`config.mk`:
```
export PLATFORM = sky130hd
export DESIGN_NAME = readout_framer_flat
export DESIGN_NICKNAME = d
export VERILOG_FILES = /design/src/rtl/readout_pkg.sv /design/src/rtl/readout_framer_if.sv /design/src/rtl/readout_fifo.sv /design/src/rtl/readout_framer.sv /design/src/flat_wrapper.sv
export SDC_FILE = /design/constraint.sdc
export NUM_CORES = 1
export LEC_CHECK = 0
export ABC_AREA = 1
export CAP_MARGIN = 10
export CORE_MARGIN = 8
export CORE_UTILIZATION = 40
export DETAILED_ROUTE_END_ITERATION = 6
export DONT_BUFFER_PORTS = 1
export GPL_TIMING_DRIVEN = 1
export MAX_ROUTING_LAYER = met4
export SETUP_SLACK_MARGIN = 0.2
export SYNTH_ARGS = -nofsm -noshare
export SYNTH_HDL_FRONTEND = slang
export SYNTH_SLANG_ARGS = --single-unit
```
`constraint.sdc`:
```
create_clock -name clk -period 4.95 [get_ports clk]
set_input_delay 0.99 -clock clk [delete_from_list [all_inputs] [get_ports clk]]
set_output_delay 0.99 -clock clk [all_outputs]
set_load 0.03 [all_outputs]
```
`src/rtl/readout_pkg.sv`:
```
// Shared types and constants for the readout framer slice.
package readout_pkg;

  typedef logic [7:0] byte_t;

  typedef enum logic [1:0] {
    IDLE,
    HEADER,
    PAYLOAD,
    CHECKSUM
  } framer_state_t;

  localparam byte_t SYNC_BYTE_DEFAULT = 8'hA5;

endpackage

```
`src/rtl/readout_framer_if.sv`:
```
// Sample-in and framed-byte-out handshake bundle for readout_framer.
interface readout_framer_if;
  import readout_pkg::*;

  byte_t in_data;
  logic  in_valid;
  logic  in_ready;
  byte_t out_data;
  logic  out_valid;
  logic  out_ready;

  modport slave (
    input  in_data, in_valid, out_ready,
    output in_ready, out_data, out_valid
  );

  modport master (
    output in_data, in_valid, out_ready,
    input  in_ready, out_data, out_valid
  );

endinterface

```
`src/rtl/readout_fifo.sv`:
```
// Byte FIFO with registered storage, wrapping pointers and an occupancy count.
module readout_fifo
  import readout_pkg::*;
#(
  parameter  int DEPTH = 8,
  localparam int AW    = $clog2(DEPTH),
  localparam int LW    = $clog2(DEPTH + 1)
) (
  input  logic          clk,
  input  logic          rst_n,
  input  logic          i_push,
  input  byte_t         i_data,
  input  logic          i_pop,
  output byte_t         o_data,
  output logic          o_full,
  output logic          o_empty,
  output logic [LW-1:0] o_level
);

  byte_t         r_mem [DEPTH];
  logic [AW-1:0] r_wptr;
  logic [AW-1:0] r_rptr;
  logic [LW-1:0] r_level;

  always_ff @(posedge clk) begin
    if (i_push) r_mem[r_wptr] <= i_data;
  end

  // DEPTH is a power of two, so the pointers wrap by plain overflow.
  always_ff @(posedge clk or negedge rst_n) begin
    if (!rst_n) begin
      r_wptr  <= '0;
      r_rptr  <= '0;
      r_level <= '0;
    end else begin
      if (i_push) r_wptr <= r_wptr + 1'b1;
      if (i_pop)  r_rptr <= r_rptr + 1'b1;
      case ({i_push, i_pop})
        2'b10:   r_level <= r_level + 1'b1;
        2'b01:   r_level <= r_level - 1'b1;
        default: r_level <= r_level;
      endcase
    end
  end

  assign o_data  = r_mem[r_rptr];
  assign o_full  = (r_level == LW'(DEPTH));
  assign o_empty = (r_level == '0);
  assign o_level = r_level;

endmodule

```
`src/rtl/readout_framer.sv`:
```
// Frames buffered sensor bytes as SYNC, FRAME_LEN payload bytes and, when
// READOUT_FRAMER_CHECKSUM_EN is defined, an XOR trailer.
module readout_framer
  import readout_pkg::*;
#(
  parameter  int    DEPTH     = 8,
  parameter  int    FRAME_LEN = 4,
  parameter  byte_t SYNC_BYTE = SYNC_BYTE_DEFAULT,
  localparam int    LW        = $clog2(DEPTH + 1)
) (
  input  logic              clk,
  input  logic              rst_n,
  input  logic              ena,
  readout_framer_if.slave   bus,
  output byte_t             frame_cnt,
  output logic [LW-1:0]     fifo_level
);

  localparam logic [7:0] LAST_IDX = 8'(FRAME_LEN - 1);

  framer_state_t r_state;
  logic [7:0]    r_idx;
  byte_t         r_frame_cnt;
`ifdef READOUT_FRAMER_CHECKSUM_EN
  byte_t         r_csum;
`endif

  logic  w_full;
  logic  w_empty;
  logic  w_push;
  logic  w_pop;
  logic  w_accept;
  logic  w_out_valid;
  byte_t w_out_data;
  byte_t w_head;

  // rst_n term keeps in_ready low while reset is held.
  assign bus.in_ready = rst_n & ena & ~w_full;
  assign w_push       = bus.in_valid & bus.in_ready;
  assign w_accept     = w_out_valid & bus.out_ready;
  assign w_pop        = w_accept & (r_state == PAYLOAD);

  readout_fifo #(.DEPTH(DEPTH)) u_fifo (
    .clk     (clk),
    .rst_n   (rst_n),
    .i_push  (w_push),
    .i_data  (bus.in_data),
    .i_pop   (w_pop),
    .o_data  (w_head),
    .o_full  (w_full),
    .o_empty (w_empty),
    .o_level (fifo_level)
  );

  // Output byte depends only on registered state, so it holds while stalled.
  always_comb begin
    w_out_valid = 1'b0;
    w_out_data  = '0;
    case (r_state)
      HEADER: begin
        w_out_valid = ena;
        w_out_data  = SYNC_BYTE;
      end
      PAYLOAD: begin
        w_out_valid = ena & ~w_empty;
        w_out_data  = w_head;
      end
`ifdef READOUT_FRAMER_CHECKSUM_EN
      CHECKSUM: begin
        w_out_valid = ena;
        w_out_data  = r_csum;
      end
`endif
      default: begin
        w_out_valid = 1'b0;
        w_out_data  = '0;
      end
    endcase
  end

  assign bus.out_valid = w_out_valid;
  assign bus.out_data  = w_out_data;
  assign frame_cnt     = r_frame_cnt;

  always_ff @(posedge clk or negedge rst_n) begin
    if (!rst_n) begin
      r_state     <= IDLE;
      r_idx       <= '0;
      r_frame_cnt <= '0;
`ifdef READOUT_FRAMER_CHECKSUM_EN
      r_csum      <= '0;
`endif
    end else if (ena) begin
      case (r_state)
        IDLE: begin
          if (!w_empty) r_state <= HEADER;
        end
        HEADER: begin
          if (w_accept) begin
            r_idx   <= '0;
            r_state <= PAYLOAD;
`ifdef READOUT_FRAMER_CHECKSUM_EN
            r_csum  <= '0;
`endif
          end
        end
        PAYLOAD: begin
          if (w_accept) begin
            r_idx <= r_idx + 8'd1;
`ifdef READOUT_FRAMER_CHECKSUM_EN
            r_csum <= r_csum ^ w_head;
            if (r_idx == LAST_IDX) r_state <= CHECKSUM;
`else
            if (r_idx == LAST_IDX) begin
              r_state     <= IDLE;
              r_frame_cnt <= r_frame_cnt + 8'd1;
            end
`endif
          end
        end
`ifdef READOUT_FRAMER_CHECKSUM_EN
        CHECKSUM: begin
          if (w_accept) begin
            r_frame_cnt <= r_frame_cnt + 8'd1;
            r_state     <= IDLE;
          end
        end
`endif
        default: r_state <= IDLE;
      endcase
    end
  end

endmodule
```
`src/flat_wrapper.sv`:
```
// flat-port wrapper written by rule: the top's interface ports become plain ports
module readout_framer_flat import readout_pkg::*;
#(
  parameter  int    DEPTH     = 8,
  parameter  int    FRAME_LEN = 4,
  parameter  byte_t SYNC_BYTE = SYNC_BYTE_DEFAULT,
  localparam int    LW        = $clog2(DEPTH + 1)
)
  (clk, rst_n, ena, frame_cnt, fifo_level, bus_in_data, bus_in_valid, bus_out_ready, bus_in_ready, bus_out_data, bus_out_valid);
  readout_framer_if bus_i ();
  input  logic clk;
  input  logic rst_n;
  input  logic ena;
  output byte_t frame_cnt;
  output logic [LW-1:0] fifo_level;
  input wire logic [$bits(bus_i.in_data)-1:0] bus_in_data;
  input wire logic [$bits(bus_i.in_valid)-1:0] bus_in_valid;
  input wire logic [$bits(bus_i.out_ready)-1:0] bus_out_ready;
  output wire logic [$bits(bus_i.in_ready)-1:0] bus_in_ready;
  output wire logic [$bits(bus_i.out_data)-1:0] bus_out_data;
  output wire logic [$bits(bus_i.out_valid)-1:0] bus_out_valid;
  assign bus_i.in_data = bus_in_data;
  assign bus_i.in_valid = bus_in_valid;
  assign bus_i.out_ready = bus_out_ready;
  assign bus_in_ready = bus_i.in_ready;
  assign bus_out_data = bus_i.out_data;
  assign bus_out_valid = bus_i.out_valid;
  readout_framer #(.DEPTH(DEPTH), .FRAME_LEN(FRAME_LEN), .SYNC_BYTE(SYNC_BYTE)) u_core (.clk(clk), .rst_n(rst_n), .ena(ena), .bus(bus_i), .frame_cnt(frame_cnt), .fifo_level(fifo_level));
endmodule
```
==> run metrics, run 1 <==
CTS tree built; initial antenna violation count 0; Clock H-tree levels 3; largest family of logic cells by synthesized area simple AND/OR/NAND/NOR gates; clock group share of total power 25.7%; Int Pwr 1.46 mW; initial core utilization 41.2%; Yosys reg bits 92; clock skew 0.0110 ns; Cell Pwr Density 483 mW/mm²; syn_area_per_cell 9.69 µm²; sequential share of the synthesized area 58.4%; Sw Ratio 38.3%; Rel. slew slack 32.6%; maximum vdd drop 0.219 mV; Post-Route WL 9.29 mm; num rows 38; Synth Area in Simple Gates 22.9%; Ys Warns 0; clock sinks 92; multiplexer area fraction after synthesis 0%; Fill cells 1015; Leak Pwr 2.15 nW; CP Max Fanout 34; status finished clean; setup_tns 0 ns; mapped cell area 0.00449 mm²; Syn Nets 489; first-pass GRT wire length 15.4 mm; Pins Over Slew Limit 0; gpl congestion 0.795; Hold WS 0.323 ns; hold_buf cts 0; Worst-Skew Late Latency 0.36 ns; gr ovfl total 0; Required @ worst endpoint 3.96 ns; die footprint 0.0149 mm²; Final #Nets 495; Compound-Gate Fraction of Synth Area 5.52%; main area contributors after synthesis edfxtp_1 43%, dfrtp_1 16%, nand2_1 10%; number of max-cap violations 0; die height 122 µm; RR Startpoint u_core.r_state[0]$_DFFE_PN0P_; vias per cell 4.85; R2R depth 16; most common cell in the synthesized netlist nand2_1; vias in the first global route 2889; post-synth cell types 32; post-CTS sizing 0; fin cells 614; worst reg2reg setup slack 1.91 ns; total number of vias 2980; Inserted Clock Buffers 9; Hold Path Class primary input to asynchronous set/reset pin; post-synthesis xor/xnor area fraction 3.12%; RSZ-0062 raised after global routing false; cell taking the most area after synthesis edfxtp_1; ys flop type edfxtp_1; DP Cell Count 598; routed length per instance 15.1 µm; CP Capture Type output port; Worst Tran Pin Value 1.01 ns; Post-DP Area 0.00466 mm²; type of the worst setup path register to output port; CTS Buffer Depth 2; Synth top area share 42.8%; core box area 0.0109 mm²; Die X 122 µm; pin count of the biggest net entering global routing 35; DP HPWL 6.20 mm; clock root cell clkbuf_8; combinational share of power 29.7%; Hold Vio Cnt, Final 0; DR iter-0 viols 184; Power Total 2.37 mW; DRC 0; switching power 908 µW; number of antenna diodes 0; Final setup viols 0; setup bufs post-CTS 0; number of port buffers 0; CP startpoint kind register; Area Overhead vs Synth 9.28%; RR Endpoint u_core.u_fifo.o_level[3]$_DFFE_PN0P_; Pre-antenna DRT Iters 4; IO Pins 35; asr flop ratio synth 30.4%; register share of total power 44.6%; Post-synth top cells 120 x nand2_1, 64 x edfxtp_1, 55 x nor2_1, 53 x inv_1, 31 x nand3_1; Mapped Cells 463; adder-cell share of the synthesized area 3.79%; WP data arrival 2.67 ns; crit share post-route 73.8%; antenna viol nets, final 0; CTS clock-pin slew for the worst setup and hold paths 0.09 ns; Post-synth EDFFs 64; f_max 274 MHz; total track usage 13.8%; post-route cell area 0.00490 mm²; Final Critical Period 3.66 ns; share of layout cells above drive strength 1 8.86%
-- worst max-delay path by stage --
stage / start / endpoint / depth (start not counted)
6_report: u_core.u_fifo.r_rptr[0]$_DFFE_PN0P_ / bus_out_data[5] / 7
5_1_grt: u_core.u_fifo.r_rptr[0]$_DFFE_PN0P_ / bus_out_data[0] / 7
4_1_cts: u_core.u_fifo.r_rptr[0]$_DFFE_PN0P_ / bus_out_data[5] / 7
3_5_place_dp: u_core.u_fifo.r_rptr[0]$_DFFE_PN0P_ / bus_out_data[5] / 7
3_3_place_gp: u_core.u_fifo.r_rptr[0]$_DFFE_PN0P_ / bus_out_data[5] / 7
2_1_floorplan: rst_n / u_core.u_fifo.o_level[3]$_DFFE_PN0P_ / 14
-- stage by stage --
step                utilization (%)  setup WS, ns
global placement               42.8          1.62
floorplan                         -          2.00
CTS                            45.0          1.20
global route                   45.0         0.984
finish                         45.0          1.29
detailed placement             42.8          1.60
-- placed cells by master (no fill, tap or decap), types with 2 or more instances in the layout --
cell type,instances
nor2_1,55
bufinv_16,3
xnor2_1,7
or2_2,4
clkbuf_8,9
dfrtp_1,28
nand3_1,31
xor2_1,9
ha_1,12
nand2_1,120
inv_1,53
inv_6,2
nand4_1,2
o21ai_0,29
a21oi_4,2
a21oi_1,5
nor3_1,9
o22ai_1,4
edfxtp_1,64
buf_4,9
nand2_4,3
-- power by group through the flow --
| stage | registers, mW | clock network, mW | logic, mW |
|---|---|---|---|
| global placement | 1.07 | 0 | 0.692 |
| floorplan | 0.985 | 0 | 0.629 |
| detailed placement | 1.08 | 0 | 0.712 |
| CTS | 1.06 | 0.624 | 0.716 |
| global route | 1.07 | 0.653 | 0.804 |
| finish | 1.06 | 0.609 | 0.703 |
-- state kept, by name, summed over array words and instances (netlist names) --
register / count
u_core.frame_cnt: 8
u_core.u_fifo.r_wptr: 3
u_core.u_fifo.o_level: 4
u_core.r_idx: 8
u_core.u_fifo.r_rptr: 3
u_core.r_state: 2
u_core.u_fifo.r_mem: 64
-- cell families after synthesis --
kind of cell,after synthesis
and+or+nand+nor,232
DFF,92
buffers and inverters,68
AOI/OAI and AO/OA,42
xor gates and xnor gates,16
adders and majority gates,13
-- routing by layer --
metal	track usage [%]	routed length, µm	vias up
met5	-	0	-
met4	6.63	144	0
met3	2.36	383	8
met2	20.2	4420	46
met1	18.3	4340	1412
li1	-	-	1514
-- area by class of cell --
type	instances	area (µm²)	share of cell area, %
sequential	92	2620	53.5
multi-input combinational	303	1590	32.4
inverter	54	203	4.13
tap	140	175	3.57
clock buffer	10	128	2.60
clock inverter	6	119	2.42
timing repair buffer	9	67.6	1.38
-- worst max-delay path, stage by stage (launching register included) --
cell and delay [ns]:
dfrtp_1 1.02, inv_1 0.13, buf_4 0.24, nand2_1 0.07
nand3_1 0.06, nand3_1 0.11, nand3_1 0.09, a21oi_1 0.58
(Power assumes the default switching activity.)
==> inputs of run 2 (changes only) <==
==> constraint.sdc (replaced) <==
create_clock -name clk -period 3.35 [get_ports clk]
set_input_delay 0.67 -clock clk [delete_from_list [all_inputs] [get_ports clk]]
set_output_delay 0.67 -clock clk [all_outputs]
set_load 0.03 [all_outputs]
==> run 2 against run 1 <==
Net effect: clock power is 23% higher; final cell count is 2.1% higher; critical endpoint is now bus_out_data[3]; sequential power is 40% higher; clock skew is 0.00067 ns higher; register-to-register slack worse by 1.3 ns; via count is 2.4% higher.
==> run metrics, run 2 (synthesis results as in run 1) <==
status finished clean; total track usage 13.6%; first-pass GRT wire length 15.2 mm; DP HPWL 6.17 mm; largest reg by FF count u_core.u_fifo.r_mem; number of antenna diodes 0; crit path to bus_out_data[3]; RSZ-0062 raised after global routing false; Post-Route WL 9.26 mm; pin count of the biggest net entering global routing 34; Core Util, Final 45.6%; routed length per instance 14.8 µm; post-CTS sizing 0; Cell Pwr Density 688 mW/mm²; CTS tree built; Hold Path Class primary input to asynchronous set/reset pin; vias in the first global route 2934; highest metal used met4; die footprint 0.0149 mm²; Reg area 0.00262 mm²; clock root cell clkbuf_8; RR Endpoint u_core.u_fifo.o_level[3]$_DFFE_PN0P_; Leak Pwr 2.20 nW; setup_tns 0 ns; most frequent cells in the layout 120 x nand2_1, 64 x edfxtp_1, 55 x nor2_1; share of layout cells above drive strength 1 11.1%; DRC 0; Rel. slew slack 57.2%; Fill cells 1025; Pins Over Slew Limit 0; setup bufs post-CTS 0; RR Startpoint u_core.u_fifo.o_level[0]$_DFFE_PN0P_; R2R depth 14; antenna viol nets, final 0; Die X 122 µm; clock sinks 92; core box area 0.0109 mm²; num rows 38; Hold Vio Cnt, Final 0; number of port buffers 0; Worst-Skew Late Latency 0.36 ns; CTS clock-pin slew for the worst setup and hold paths 0.09 ns; Area Overhead vs Synth 10.5%; f_max 359 MHz; maximum vdd drop 0.328 mV; max FFs per register 64; M1 WL 4.23 mm; vias per cell 4.87; CP Capture Type output port; initial antenna violation count 0; met2 wire length 4.49 mm; initial core utilization 41.2%; Final setup viols 0; number of max-cap violations 0; clock skew 0.0117 ns; Final #Nets 508; CP startpoint kind register; hold_buf cts 1; CP Max Fanout 17; Setup crit start u_core.u_fifo.r_rptr[0]$_DFFE_PN0P_; IO Pins 35; fin cells 627; met3 wire len 440 µm; commonest non-fill, non-tap cell in the layout nand2_1; Final Critical Period 2.78 ns; Inserted Clock Buffers 9; worst reg2reg setup slack 0.59 ns; CTS Buffer Depth 2; die height 122 µm; DP Cell Count 610; crit share post-route 83.1%; total number of vias 3051; Pre-antenna DRT Iters 4; DR iter-0 viols 135; gr ovfl total 0; Worst Tran Pin Value 0.642 ns; type of the worst setup path register to output port; WP data arrival 2.11 ns; Required @ worst endpoint 2.68 ns; area of the multi-input gates 0.00159 mm²; gpl congestion 0.768; Clock H-tree levels 3
-- run 2: cell count changes in the layout (fill, tap and decap cells not counted), sizes merged --
cell	before	now
clkinv	0	3
bufinv	3	1
clkbuf	10	9
buf	9	22
-- run 2: worst min-delay path by stage --
stage	from	endpoint	slack (ns)
floorplan	rst_n	u_core.frame_cnt[0]$_DFFE_PN0P_	0.37
global placement	rst_n	u_core.r_idx[7]$_DFFE_PN0P_	0.38
detailed placement	rst_n	u_core.r_idx[7]$_DFFE_PN0P_	0.38
CTS	rst_n	u_core.r_idx[5]$_DFFE_PN0P_	0.10
global route	rst_n	u_core.r_idx[5]$_DFFE_PN0P_	0.11
finish	rst_n	u_core.r_state[0]$_DFFE_PN0P_	0.11
-- run 2: per-layer routing --
metal	global-route usage, %	up-vias
met1	17.5	1457
met4	5.24	0
met2	20.6	50
met5	-	-
met3	3.01	6
li1	-	1538
-- run 2: stage by stage --
step / hold slack, ns / power (mW) / setup slack [ns] / instance area (µm²)
global route: 0.110 / 3.65 / 0.268 / 4960
detailed placement: 0.375 / 2.69 / 0.588 / 4740
floorplan: 0.374 / 2.39 / 0.718 / 4490
global placement: 0.375 / 2.68 / 0.698 / 4740
CTS: 0.101 / 3.46 / 0.534 / 4960
finish: 0.115 / 3.41 / 0.567 / 4960
-- run 2: final cells by class --
type	instances	area share [%]
sequential	92	52.9
multi-input combinational	303	32.0
inverter	54	4.09
timing repair buffer	22	3.58
tap	140	3.53
clock buffer	9	2.50
clock inverter	7	1.46
-- run 2: critical path, cell delays in order, from the launching register on --
cell and delay (ns):
dfrtp_1 0.38, inv_1 0.39, buf_4 0.32, o21ai_0 0.10, o22ai_1 0.15, nor2_1 0.07, nor2_1 0.15, buf_4 0.18
-- run 2: report_power, final --
group / internal (mW) / leakage (nW) / switching, mW
Combinational: 0.392 / 1.15 / 0.792
Sequential: 1.32 / 0.942 / 0.163
Clock: 0.350 / 0.103 / 0.399
==> inputs of run 3 (changes only) <==
==> constraint.sdc (replaced) <==
create_clock -name clk -period 2.5 [get_ports clk]
set_input_delay 0.5 -clock clk [delete_from_list [all_inputs] [get_ports clk]]
set_output_delay 0.5 -clock clk [all_outputs]
set_load 0.03 [all_outputs]
==> run 3 against run 2 <==
Net effect: first-iteration DRC count grew 6.7%; worst setup slack worse by 0.40 ns; utilization grew 5.1 points; count of clock-buffer cells in the layout is the same; clock skew down 0.0038 ns; non-clock buffer count is 32 higher; hold slack improved by 0.10 ns; final cell count rose by 5.1%; routed wire length grew 11%; die area unchanged; sequential cell count unchanged; critical path depth unchanged; critical path type unchanged; critical endpoint is now bus_out_data[1].
==> run metrics, run 3 (synthesis results as in run 1) <==
CP Max Fanout 8; Hold Vio Cnt, Final 0; core box area 0.0109 mm²; gr ovfl total 0; WP data arrival 1.83 ns; pin count of the biggest net entering global routing 34; max FFs per register 64; Pins Over Slew Limit 0; number of antenna diodes 0; DP Cell Count 618; commonest non-fill, non-tap cell in the layout nand2_1; Die X 122 µm; antenna viol nets, final 0; total track usage 14.2%; vias per cell 4.85; num rows 38; Pre-antenna DRT Iters 4; Required @ worst endpoint 2.00 ns; number of port buffers 0; die footprint 0.0149 mm²; Critical-path top delay cell dfrtp_2; Rel. slew slack 71.1%; f_max 429 MHz; initial antenna violation count 0; first-pass GRT wire length 15.5 mm; CTS clock-pin slew for the worst setup and hold paths 0.09 ns; CP startpoint kind register; setup_tns 0 ns; DR iter-0 viols 144; Area Overhead vs Synth 22.8%; die height 122 µm; largest reg by FF count u_core.u_fifo.r_mem; gpl congestion 0.815; clock sinks 92; number of max-cap violations 0; Critical Path, Cell by Cell buf_4, clkbuf_16, o21ai_0, o22ai_1, nor2_1, nor2_1, buf_4; most frequent cells in the layout 116 x nand2_1, 64 x edfxtp_1, 55 x nor2_1; type of the worst setup path register to output port; Clock H-tree levels 3; total number of vias 3193; Final setup viols 0; Inserted Clock Buffers 9; RSZ-0062 raised after global routing true; clock skew 0.00792 ns; DRC 0; vias in the first global route 3021; maximum vdd drop 0.510 mV; crit share post-route 93.3%; Leak Pwr 2.41 nW; routed length per instance 15.5 µm; Post-Route WL 10.2 mm; Final Critical Period 2.33 ns; clock root cell clkbuf_8; Worst-Skew Late Latency 0.37 ns; status finished clean; Final #Nets 540; Core Util, Final 50.6%; CTS Buffer Depth 2; CTS tree built; IO Pins 35; DP HPWL 6.32 mm; fin cells 659; Hold Path Class primary input to register; CP Capture Type output port; Worst Tran Pin Value 0.431 ns; slowest stage delay, CP 0.49 ns; Cell Pwr Density 987 mW/mm²; share of layout cells above drive strength 1 22.4%; initial core utilization 41.2%
[run 3: cell count changes in the layout (fill, tap and decap cells not counted), moves of 5 or more]
| cell | change |
|---|---|
| o21ai_0 | -10 |
| buf_4 | +13 |
| dfrtp_1 | -5 |
| nand3_2 | +6 |
| buf_6 | +10 |
| nand3_1 | -7 |
| o21ai_1 | +9 |
| inv_1 | -6 |
| dfrtp_2 | +5 |
[run 3: worst paths after layout]
kind / slack (ns) / endpoint / from / cells past startpoint
min in group asynchronous: 0.59 / u_core.frame_cnt[7]$_DFFE_PN0P_ / rst_n / 2
worst min register to register: 0.52 / u_core.r_idx[1]$_DFFE_PN0P_ / u_core.r_idx[1]$_DFFE_PN0P_ / 2
worst min-delay path: 0.22 / u_core.u_fifo.r_mem[5][3]$_DFFE_PP_ / bus_in_data[3] / 0
worst max register to register: 0.31 / u_core.u_fifo.o_level[3]$_DFFE_PN0P_ / u_core.r_state[0]$_DFFE_PN0P_ / 16
max in group asynchronous: 1.72 / u_core.u_fifo.o_level[1]$_DFFE_PN0P_ / rst_n / 2
worst max-delay path: 0.17 / bus_out_data[1] / u_core.u_fifo.r_rptr[0]$_DFFE_PN0P_ / 7
[run 3: worst max-delay path: cells and delay by family, from the launching register on]
family	cells	cell delay, ns
simple gates	2	0.18
flops	1	0.49
buf+inv	3	0.49
compound gates	2	0.31
[run 3: routing by layer]
metal  global-route usage [%]  part of all wire [%]
met1                     16.9                    45
met4                     6.78                   2.3
met3                     3.56                   4.1
met2                     22.1                    48
met5                        -                     0
[run 3: through the flow]
stage / hold WS (ns) / cell area (µm²) / power [mW] / setup slack, ns
2_1_floorplan: 0.204 / 4510 / 3.22 / 0.203
3_3_place_gp: 0.205 / 4830 / 3.69 / 0.104
3_5_place_dp: 0.205 / 4830 / 3.72 / 0.00687
4_1_cts: 0.194 / 5170 / 4.90 / 0.192
5_1_grt: 0.191 / 5510 / 5.78 / 0.0906
6_report: 0.219 / 5510 / 5.44 / 0.166
[run 3: cell type report]
type	instances	area [µm²]
flip-flops and latches	92	2630
inverters	54	211
multi-input cells	303	1720
repair buffers	54	578
clock buffers	9	124
well taps	140	175
clock inverters	7	75.1
fillers	937	5380
[run 3: repair_timing]
action / 4_1_cts / 5_1_grt
pin swaps: 3 / 23
cloned: 0 / 5
endpoints found under the setup margin: 12 / 12
buffers inserted: 8 / 10
resized for setup: 13 / 48
hold buffers: 2 / 0
endpoints found under the hold margin: 28 / 0
[run 3: report_power, final]
part | switching [mW] | internal (mW) | leakage [nW]
logic | 1.42 | 1.08 | 1.37
clock network | 0.545 | 0.469 | 0.0992
registers | 0.149 | 1.78 | 0.938
